[config.mk]
export PLATFORM = sky130hd
export DESIGN_NAME = xor_mmig_serial
export DESIGN_NICKNAME = d
export VERILOG_FILES = /design/src/rtl/xor_mmig_serial.sv
export SDC_FILE = /design/constraint.sdc
export NUM_CORES = 1
export LEC_CHECK = 0
export ABC_AREA = 1
export BUFFER_PORTS_ARGS = -buffer_cell sky130_fd_sc_hd__buf_2
export CAP_MARGIN = 10
export CELL_PAD_IN_SITES_DETAIL_PLACEMENT = 1
export CELL_PAD_IN_SITES_GLOBAL_PLACEMENT = 1
export CORE_UTILIZATION = 42
export CTS_CLUSTER_SIZE = 25
export DETAILED_ROUTE_END_ITERATION = 6
export PLACE_DENSITY_LB_ADDON = 0.15
export RECOVER_POWER = 100
export SETUP_SLACK_MARGIN = 0.5
export SLEW_MARGIN = 40
export SYNTH_ARGS = -nofsm -noshare
export SYNTH_HDL_FRONTEND = slang
export SYNTH_HIERARCHICAL = 1
export SYNTH_SLANG_ARGS = --single-unit
[constraint.sdc]
create_clock -name clk -period 4.6 [get_ports clk]
set_clock_uncertainty 0.1 [all_clocks]
set_input_delay 0.46 -clock clk [delete_from_list [all_inputs] [get_ports clk]]
set_output_delay 0.46 -clock clk [all_outputs]
set_load 0.01 [all_outputs]
[src/rtl/xor_mmig_serial.sv]
// Serial XOR: SLICE bits of in0^in1 are produced per cycle by a reused bank of xor_mmig cells.
// Define XOR_MMIG_ACC_EN to add accumulate mode (acc_clr port, result folded with the last result).
module xor_mmig (
  input  logic a,
  input  logic b,
  output logic y
);
  assign y = a ^ b;
endmodule

module xor_mmig_serial #(
  parameter int WIDTH = 16,
  parameter int SLICE = 4
) (
  input  logic             clk,
  input  logic             rst,
  input  logic             in_valid,
  output logic             in_ready,
  input  logic [WIDTH-1:0] in0,
  input  logic [WIDTH-1:0] in1,
  output logic             out_valid,
  input  logic             out_ready,
  output logic [WIDTH-1:0] op,
`ifdef XOR_MMIG_ACC_EN
  input  logic             acc_clr,
`endif
  output logic             busy
);
  localparam int NSLICE = WIDTH / SLICE;
  localparam int CW     = (NSLICE > 1) ? $clog2(NSLICE) : 1;

  typedef enum logic [1:0] {IDLE, BUSY, DONE} state_t;
  state_t state, state_nxt;

  logic [CW-1:0]    cnt;
  logic [WIDTH-1:0] opa, opb, res, res_nxt, acc_eff;
  logic [SLICE-1:0] sl_a, sl_b, sl_x;
  logic             accept, last, deliver;

  assign accept  = (state == IDLE) && in_valid;
  assign last    = (cnt == CW'(NSLICE - 1));
  assign deliver = (state == DONE) && out_ready;

`ifdef XOR_MMIG_ACC_EN
  logic [WIDTH-1:0] acc;
  // A clear coinciding with capture must already be visible to that operation.
  assign acc_eff = acc_clr ? '0 : acc;

  always_ff @(posedge clk) begin
    if (rst || acc_clr) acc <= '0;
    else if (deliver)   acc <= op;
  end
`else
  assign acc_eff = '0;
`endif

  assign sl_a = opa[cnt*SLICE +: SLICE];
  assign sl_b = opb[cnt*SLICE +: SLICE];

  for (genvar i = 0; i < SLICE; i++) begin : g_cell
    xor_mmig u_cell (.a(sl_a[i]), .b(sl_b[i]), .y(sl_x[i]));
  end

  // Full result including the slice written this cycle, so op can load on the last slice.
  always_comb begin
    res_nxt = res;
    res_nxt[cnt*SLICE +: SLICE] = sl_x;
  end

  always_ff @(posedge clk) begin
    if (rst) state <= IDLE;
    else     state <= state_nxt;
  end

  always_comb begin
    state_nxt = state;
    case (state)
      IDLE:    if (in_valid)  state_nxt = BUSY;
      BUSY:    if (last)      state_nxt = DONE;
      DONE:    if (out_ready) state_nxt = IDLE;
      default:                state_nxt = IDLE;
    endcase
  end

  always_comb begin
    in_ready  = (state == IDLE);
    out_valid = (state == DONE);
    busy      = (state == BUSY);
  end

  always_ff @(posedge clk) begin
    if (rst) begin
      opa <= '0;
      opb <= '0;
      res <= '0;
      op  <= '0;
      cnt <= '0;
    end else begin
      if (accept) begin
        opa <= in0;
        opb <= in1 ^ acc_eff;
        cnt <= '0;
      end
      if (state == BUSY) begin
        res <= res_nxt;
        cnt <= last ? '0 : cnt + CW'(1);
        if (last) op <= res_nxt;
      end
    end
  end
endmodule

==> impl_metrics.json, run 1 <==
{
  "status": "complete, no violations",
  "numCtsBuffers": 9,
  "rsz0062_at_grt": "no",
  "layout_common_cells": "126 x nor2_1, 79 x nand2_1, 71 x inv_1",
  "place.gp.congestion": 0.769,
  "die_w_um": 89.5,
  "cts_setup_buffers": 0,
  "drtAntennaViolNets": 0,
  "nets": 580,
  "rows": 31,
  "hold_class": "input port to flip-flop",
  "clk_path_buf_depth": 2,
  "maxSlewHeadroom_pct": 4.19,
  "syn2layout_area_growth_pct": 14.4,
  "via_count": 3119,
  "drtIter0Drc": 56,
  "drive_gt1_share_pct": 9.94,
  "crit_chain": "nor2_1 -> nand2_1 -> clkbuf_1 -> inv_1 -> o21a_1",
  "antenna_found_initial": 0,
  "wirelength_mm": 8.37,
  "yosysWarnings": 6,
  "globalRouteOverflowTotal": 0,
  "worst_setup_path_end_kind": "flip-flop",
  "ys_ff_latch": 68,
  "final_area_um2": 3680,
  "drt-pass1-iter-count": 4,
  "drcViolationCount": 0,
  "post_dp_cell_area_um2": 3510,
  "track_usage_pct": 23.3,
  "slowest_delay_ns": 1.04,
  "slew_viol_final": 0,
  "synth_fp_nets": 536,
  "setup_tns_ns": 0,
  "startpoint_type": "flip-flop",
  "rrSetupSlack_ns": 1.55,
  "grt_first_pass_wirelength_mm": 14.2,
  "initial_core_util_pct": 43.9,
  "clk_pin_slew_ns": 0.08,
  "port_buffers": 54,
  "insertion_delay_ns": 0.34,
  "cp_max_fo": 35,
  "maxCapViolCount": 0,
  "clock-root-buffer": "clkbuf_8",
  "arrival_ns": 3.18,
  "wl_per_cell_um": 13.0,
  "critical-path-slowest-cell": "clkbuf_1",
  "setup_viol": 0,
  "tritoncts": "yes",
  "syn_inst": 494,
  "yosysUniqueCellTypes": 20,
  "design.die.area_um2": 8010,
  "grt_max_degree": 36,
  "core_area_um2": 7330,
  "leakage_nw": 1.78,
  "diodes": 0,
  "power_density_nw_per_um2": 364,
  "vdd_drop_max_mv": 0.172,
  "critPathKind": "flip-flop to flip-flop",
  "layout_min_cycle_time_ns": 3.05,
  "vias_per_cell": 4.86,
  "htreeDepth": 3,
  "cts_resized": 0,
  "fin_crit_sh_pct": 66.3,
  "ctsHoldBuffers": 0,
  "syn_area_per_cell_um2": 6.51,
  "final_common_cell": "nor2_1",
  "dp_hpwl_mm": 5.88,
  "finalHoldViolations": 0,
  "tightest_slew_ns": 1.44,
  "syn-cell-area_um2": 3220,
  "ys_seq_area_share_pct": 42.3,
  "clock-sinks": 68,
  "total_power_mw": 1.34,
  "clock.fmax_mhz": 328,
  "grt_pass1_vias": 3104,
  "critical_path_required_ns": 4.73,
  "io_pins": 55,
  "die_y_um": 89.5
}
[path summary, 6_finish.rpt]
kind | endpoint | startpoint | cells past startpoint
hold reg to reg | opa[2]$_SDFFE_PP0P_ | opa[2]$_SDFFE_PP0P_ | 2
hold / removal | opa[12]$_SDFFE_PP0P_ | in0[12] | 3
setup reg to reg | state[0]$_SDFFE_PP0P_ | state[0]$_SDFFE_PP0P_ | 5
setup / recovery | state[0]$_SDFFE_PP0P_ | state[0]$_SDFFE_PP0P_ | 5
[cell type report]
class | count | area, um^2
Timing Repair Buffer | 56 | 280
Clock inverter | 5 | 52.6
Clock buffer | 11 | 131
Inverter | 74 | 278
Sequential cell | 68 | 1360
Multi-Input combinational cell | 329 | 1450
Tap cell | 99 | 124
Fill cell | 1034 | 3650
[registers in the layout, indices dropped and copies added (netlist names)]
register	flops
cnt	2
op	16
opa	16
opb	16
res	16
state	2
[where the power goes]
part | leakage, nW | switching (mW) | total (mW) | internal, mW
registers | 0.559 | 0.0290 | 0.656 | 0.627
clock network | 0.0931 | 0.224 | 0.472 | 0.248
logic | 1.13 | 0.135 | 0.212 | 0.0775
[Yosys cell counts]
master    number  area, um^2
nor2_1       124         465
nand2_1       78         293
inv_1         69         259
dfxtp_1       68        1360
nand3_1       37         185
o21ai_1       30         150
a21oi_1       19        95.1
o21ai_0       19        95.1
buf_2         11        55.1
clkbuf_1       8        30.0
o22ai_1        8        50.1
ha_1           6        75.1
inv_2          5        18.8
nand4_1        4        25.0
buf_1          3        11.3
buf_6          1        11.3
nand2_4        1        11.3
nor2_2         1        6.26
nor2_4         1        11.3
o21a_1         1        7.51
[stage by stage]
| stage | instances | setup WS, ns | hold WS (ns) | utilization (%) |
|---|---|---|---|---|
| finish | 642 | 1.55 | 0.249 | 50.2 |
| global route | 642 | 1.04 | 0.261 | 50.2 |
| CTS | 641 | 1.86 | 0.244 | 50.4 |
| detailed placement | 625 | 1.91 | 0.375 | 47.9 |
| global placement | 625 | 2.00 | 0.367 | 47.9 |
| floorplan | 494 | 2.80 | 0.349 | - |
[kinds of logic (layout without fill, tap and decap cells)]
family          count (synthesis)  after routing  synth area share [%]
compound gates                 77             77                  12.4
fa+ha+maj                       6              6                  2.33
buf+inv                        97            146                  12.0
flops                          68             68                  42.3
simple gates                  246            246                  31.0
[per-layer routing]
layer,global-route usage (%),up-vias,share of wire (%)
met5,0,-,0
met2,42.9,49,51
met3,3.97,11,2.5
li1,-,1620,-
met4,7.36,0,1.4
met1,27.5,1439,45
[critical path, delay by kind of cell (launching register included)]
family	cells	cell delay (ns)
AOI/OAI and AO/OA	1	0.40
buffers and inverters	2	1.90
DFF	1	0.39
and+or+nand+nor	2	0.13
Note: power is estimated with default switching activity, not from simulation.
==> inputs of run 2 (changes only) <==
--- a/config.mk
+++ b/config.mk
@@ -10,7 +10,7 @@
 export CAP_MARGIN = 10
 export CELL_PAD_IN_SITES_DETAIL_PLACEMENT = 1
 export CELL_PAD_IN_SITES_GLOBAL_PLACEMENT = 1
-export CORE_UTILIZATION = 42
+export CORE_UTILIZATION = 35
 export CTS_CLUSTER_SIZE = 25
 export DETAILED_ROUTE_END_ITERATION = 6
 export PLACE_DENSITY_LB_ADDON = 0.15
==> constraint.sdc (replaced) <==
create_clock -name clk -period 2.66 [get_ports clk]
set_clock_uncertainty 0.1 [all_clocks]
set_input_delay 0.266 -clock clk [delete_from_list [all_inputs] [get_ports clk]]
set_output_delay 0.266 -clock clk [all_outputs]
set_load 0.01 [all_outputs]
==> run 2 against run 1 <==
- the flow now finishes with violations (design-rule violations)
- global-route usage decreased by 5.0 points
- power rose by 78%
- worst setup slack worse by 1.1 ns
- register-to-register slack got worse by 1.1 ns
- largest power group unchanged
==> impl_metrics.json, run 2 (synthesis gave the netlist of run 1 again) <==
{
  "initial_core_util_pct": 36.5,
  "hold_class": "input port to flip-flop",
  "grt_max_degree": 35,
  "port_buffers": 54,
  "maxCapViolCount": 0,
  "clk_path_buf_depth": 2,
  "fin_crit_sh_pct": 81.5,
  "path_depth": 9,
  "wirelength_mm": 8.34,
  "power_density_nw_per_um2": 636,
  "switchingPower_uw": 685,
  "cellInternalPower_mw": 1.70,
  "grt_first_pass_wirelength_mm": 14.2,
  "setup_tns_ns": 0,
  "cp_max_fo": 12,
  "rsz0062_at_grt": "no",
  "clock.fmax_mhz": 461,
  "slowest_delay_ns": 0.43,
  "die_y_um": 97.9,
  "hold_slack_ns": 0.0569,
  "dp_cells": 638,
  "drcViolationCount": 3,
  "drive_gt1_share_pct": 12.0,
  "via_count": 3162,
  "finalHoldViolations": 0,
  "status": "complete, but fails checks",
  "clk_pin_slew_ns": 0.07,
  "tightest_slew_ns": 0.973,
  "rrSetupSlack_ns": 0.49,
  "vias_per_cell": 4.82,
  "critPathKind": "flip-flop to flip-flop",
  "p_seq_share_pct": 47.1,
  "globalRouteMet2Util_pct": 33.3,
  "layout_min_cycle_time_ns": 2.17,
  "clock-root-buffer": "clkbuf_8",
  "worst_setup_path_end_kind": "flip-flop",
  "final_common_cell": "nor2_1",
  "place.gp.congestion": 0.748,
  "critical_path_required_ns": 2.85,
  "p_sw_share_pct": 28.7,
  "globalRouteOverflowTotal": 0,
  "htreeDepth": 3,
  "crit_family": "buffers and inverters",
  "track_usage_pct": 18.3,
  "setup_viol": 0,
  "total_power_mw": 2.39,
  "leakage_nw": 1.81,
  "violations": "design-rule violations",
  "design.die.area_um2": 9580,
  "insertion_delay_ns": 0.34,
  "nets": 585,
  "drtAntennaViolNets": 0,
  "numCtsBuffers": 9,
  "crit_chain": "clkinvlp_2 -> ha_1 -> inv_1 -> nand2_1 -> nor2_1 -> nand2_1 -> nand3_1 -> nand2_1 -> inv_1",
  "path_common_cell": "nand2_1",
  "maxSlewHeadroom_pct": 35.0,
  "vdd_drop_max_mv": 0.235,
  "diodes": 0,
  "grt.met1_usage_pct": 21.1,
  "worstSetupStartpoint": "cnt[0]$_SDFFE_PP0P_",
  "grt_pass1_vias": 3225,
  "cp-endpoint": "op[4]$_SDFFE_PP0P_",
  "drtIter0Drc": 63,
  "wl_per_cell_um": 12.7,
  "p_clk_share_pct": 37.1,
  "startpoint_type": "flip-flop",
  "final_cell_count_no_fill": 656,
  "dp_hpwl_mm": 6.01,
  "reg2regPathDepth": 9,
  "layout_common_cells": "125 x nor2_1, 78 x nand2_1, 69 x inv_1",
  "grt.busiest_layer": "met2",
  "critical-path-slowest-cell": "ha_1",
  "timing.rr.end": "op[4]$_SDFFE_PP0P_",
  "antenna_found_initial": 0,
  "clock-sinks": 68,
  "drt-pass1-iter-count": 6,
  "tritoncts": "yes",
  "r2r_start": "cnt[0]$_SDFFE_PP0P_",
  "io_pins": 55,
  "nFillCells": 1208,
  "die_w_um": 97.9,
  "rows": 34,
  "slew_viol_final": 0,
  "met3_usage_pct": 3.08,
  "cp_num_buf_inv": 3,
  "arrival_ns": 2.35,
  "syn2layout_area_growth_pct": 16.5,
  "pwr-share-comb_pct": 15.8,
  "core_area_um2": 8810
}
[run 2: stage by stage]
step | instance area [um^2] | utilization (%) | worst slack (ns)
floorplan | 3220 | - | 0.862
global placement | 3550 | 40.3 | 0.631
detailed placement | 3550 | 40.3 | 0.581
CTS | 3750 | 42.6 | 0.540
global route | 3750 | 42.6 | 0.256
finish | 3750 | 42.6 | 0.493
[run 2: tightest hold or removal path, delay by kind of cell]
family / cells / cell delay [ns]
compound gates: 1 / 0.06
buf+inv: 1 / 0.07
simple gates: 1 / 0.07
[run 2: worst min-delay path by stage]
stage,startpoint,to,cells after the start
after floorplan,in0[10],opa[10]$_SDFFE_PP0P_,2
after global placement,opa[5]$_SDFFE_PP0P_,opa[5]$_SDFFE_PP0P_,2
after detailed placement,opa[5]$_SDFFE_PP0P_,opa[5]$_SDFFE_PP0P_,2
after CTS,in1[6],opb[6]$_SDFFE_PP0P_,3
after global routing,in0[14],opa[14]$_SDFFE_PP0P_,3
final,in1[6],opb[6]$_SDFFE_PP0P_,3
[run 2: layer usage]
metal | wire length, um | share of wire, %
met5 | 0 | 0
met4 | 146 | 1.8
met3 | 183 | 2.2
met2 | 4220 | 51
met1 | 3790 | 45
[run 2: repair_timing]
| action | in CTS | in global routing |
|---|---|---|
| setup endpoints to repair | 0 | 24 |
| buffers inserted | 0 | 1 |
| hold buffers | 0 | 0 |
| resized for setup | 0 | 3 |
[run 2: final cells by class]
| cell class | count | area (um^2) | area share, % |
|---|---|---|---|
| repair inverters | 1 | 7.51 | 0.200 |
| repair buffers | 60 | 292 | 7.78 |
| clock buffers | 12 | 155 | 4.14 |
| multi-input cells | 329 | 1470 | 39.2 |
| flip-flops and latches | 68 | 1360 | 36.3 |
| well taps | 108 | 135 | 3.60 |
| inverters | 74 | 283 | 7.54 |
| clock inverters | 4 | 47.5 | 1.27 |
[run 2: power groups by stage]
stage                     Combinational [mW]  Sequential [mW]  Clock (mW)
final                                  0.377             1.12       0.884
after global routing                   0.436             1.13       0.953
after CTS                              0.383             1.12       0.905
after detailed placement               0.381             1.15           0
after global placement                 0.364             1.15           0
after floorplan                        0.281             1.13           0
==> inputs of run 3 (changes only) <==
--- a/config.mk
+++ b/config.mk
@@ -10,7 +10,7 @@
 export CAP_MARGIN = 10
 export CELL_PAD_IN_SITES_DETAIL_PLACEMENT = 1
 export CELL_PAD_IN_SITES_GLOBAL_PLACEMENT = 1
-export CORE_UTILIZATION = 35
+export CORE_UTILIZATION = 39
 export CTS_CLUSTER_SIZE = 25
 export DETAILED_ROUTE_END_ITERATION = 6
 export PLACE_DENSITY_LB_ADDON = 0.15
==> constraint.sdc (replaced) <==
create_clock -name clk -period 2.05 [get_ports clk]
set_clock_uncertainty 0.1 [all_clocks]
set_input_delay 0.205 -clock clk [delete_from_list [all_inputs] [get_ports clk]]
set_output_delay 0.205 -clock clk [all_outputs]
set_load 0.01 [all_outputs]
==> run 3 against run 2 <==
- the run now ends clean
- global-route usage is 5.5 points higher
- first-iteration DRC count grew to 2.9 times the previous value
- combinational power is 100% higher
- via count is 12% higher
==> impl_metrics.json, run 3 (synthesis gave the netlist of run 1 again) <==
{
  "setup_tns_ns": 0,
  "rows": 32,
  "insertion_delay_ns": 0.35,
  "drtAntennaViolNets": 0,
  "p_sw_share_pct": 33.4,
  "slew_viol_final": 0,
  "fin_crit_sh_pct": 90.5,
  "wirelength_mm": 11.1,
  "p_clk_share_pct": 30.5,
  "r2r_start": "cnt[0]$_SDFFE_PP0P_",
  "layout_min_cycle_time_ns": 1.86,
  "clock.fmax_mhz": 539,
  "hold-path-endpoint": "opa[2]$_SDFFE_PP0P_",
  "grt_pass1_vias": 3413,
  "worst_setup_path_end_kind": "flip-flop",
  "p_seq_share_pct": 45.9,
  "pwr-share-comb_pct": 23.6,
  "tritoncts": "yes",
  "nets": 615,
  "numCtsBuffers": 9,
  "post_dp_cell_area_um2": 3580,
  "core_area_um2": 7850,
  "die_w_um": 92.8,
  "die_y_um": 92.8,
  "rsz0062_at_grt": "yes",
  "total_power_mw": 3.23,
  "final_common_cell": "nor2_1",
  "place.gp.congestion": 0.798,
  "finalHoldViolations": 0,
  "design.die.area_um2": 8620,
  "power_density_nw_per_um2": 726,
  "setup_viol": 0,
  "clock-root-buffer": "clkbuf_8",
  "arrival_ns": 2.06,
  "maxSlewHeadroom_pct": 67.3,
  "via_count": 3536,
  "tightest_slew_ns": 0.490,
  "cp_max_fo": 8,
  "seq_area_um2": 1370,
  "status": "complete, no violations",
  "grt_max_degree": 35,
  "drtIter0Drc": 184,
  "worstSetupStartpoint": "cnt[0]$_SDFFE_PP0P_",
  "dp_hpwl_mm": 5.95,
  "switchingPower_mw": 1.08,
  "clk_pin_slew_ns": 0.08,
  "hold_depth": 3,
  "rrSetupSlack_ns": 0.19,
  "critPathKind": "flip-flop to flip-flop",
  "drive_gt1_share_pct": 26.5,
  "worstHoldStart": "in0[2]",
  "vdd_drop_max_mv": 0.451,
  "antenna_found_initial": 0,
  "layout_common_cells": "102 x nor2_1, 66 x dfxtp_1, 63 x nand2_1",
  "timing.rr.end": "res[6]$_SDFFE_PP0P_",
  "diodes": 0,
  "critical_path_required_ns": 2.25,
  "startpoint_type": "flip-flop",
  "wl_per_cell_um": 16.3,
  "drt-pass1-iter-count": 5,
  "cellInternalPower_mw": 2.15,
  "track_usage_pct": 23.8,
  "final_area_um2": 4460,
  "leakage_nw": 2.02,
  "multi_input_area_um2": 1820,
  "reg2regPathDepth": 13,
  "maxCapViolCount": 0,
  "hold_class": "input port to flip-flop",
  "initial_core_util_pct": 41.0,
  "io_pins": 55,
  "syn2layout_area_growth_pct": 38.5,
  "clock-sinks": 68,
  "grt_first_pass_wirelength_mm": 16.1,
  "globalRouteOverflowTotal": 0,
  "vias_per_cell": 5.20,
  "htreeDepth": 3,
  "port_buffers": 54,
  "drcViolationCount": 0,
  "clk_path_buf_depth": 2,
  "nFillCells": 1065
}
-- run 3: changes by cell type in the layout (fill, tap and decap cells not counted), moves of 10 or more --
cell	delta
nand2_2	+14
nand3_2	+10
nor2_4	+13
dlygate4sd3_1	+18
nor2_2	+10
nand2_1	-15
nor2_1	-23
o21ai_0	+10
nand3_1	-11
o21ai_1	-18
-- run 3: power by group through the flow --
stage               Combinational (mW)  Clock, mW  Sequential [mW]
finish                           0.765      0.985             1.48
global route                     0.831       1.05             1.49
CTS                              0.650      0.989             1.47
detailed placement               0.497          0             1.50
global placement                 0.478          0             1.49
floorplan                        0.376          0             1.47
-- run 3: worst max path at each step --
stage | endpoint | slack [ns] | depth (start not counted)
CTS | op[13]$_SDFFE_PP0P_ | 0.39 | 12
global placement | op[10]$_SDFFE_PP0P_ | 0.16 | 8
floorplan | res[14]$_SDFFE_PP0P_ | 0.50 | 10
detailed placement | op[10]$_SDFFE_PP0P_ | 0.15 | 8
global route | res[6]$_SDFFE_PP0P_ | 0.11 | 13
finish | res[6]$_SDFFE_PP0P_ | 0.19 | 13
-- run 3: area by class of cell --
class | instances | area share (%)
multi-input cells | 329 | 40.7
flip-flops and latches | 68 | 30.7
repair buffers | 91 | 15.1
inverters | 74 | 6.85
well taps | 102 | 2.86
clock buffers | 9 | 2.78
clock inverters | 7 | 0.983
-- run 3: routing by layer --
metal  track usage [%]  wire length, um  vias up
met2              40.4             5480      106
met5                 0                0        -
met3              3.61              461       36
met4              9.62              412        0
met1              30.0             4740     1700
li1                  -                -     1694
-- run 3: what timing repair did --
action | 4_1_cts | 5_1_grt
hold endpoints to repair | 18 | 0
setup endpoints to repair | 34 | 66
hold buffers | 18 | 0
gates cloned | 3 | 0
buffers inserted | 5 | 5
pin swaps | 28 | 13
resized for setup | 71 | 67
-- run 3: per-stage QoR --
step / setup WS (ns) / utilization [%] / hold WS [ns] / std cells
5_1_grt: 0.110 / 56.8 / 0.0289 / 680
2_1_floorplan: 0.502 / - / 0.254 / 494
3_3_place_gp: 0.164 / 45.6 / 0.340 / 633
3_5_place_dp: 0.146 / 45.6 / 0.348 / 633
6_report: 0.194 / 56.8 / 0.00209 / 680
4_1_cts: 0.386 / 54.2 / 0.0000886 / 675
-- run 3: worst max-delay path, cell delays in order, from the launching register on --
cell and delay [ns]:
dfxtp_4 0.39, buf_12 0.13, buf_16 0.14, nor2_2 0.12, o22ai_2 0.10, inv_1 0.08
nand2_1 0.05, nand2_1 0.11, nand2_1 0.16, nor2_4 0.15, nand2_2 0.09, nand3_2 0.06
nand2_1 0.05, inv_1 0.05
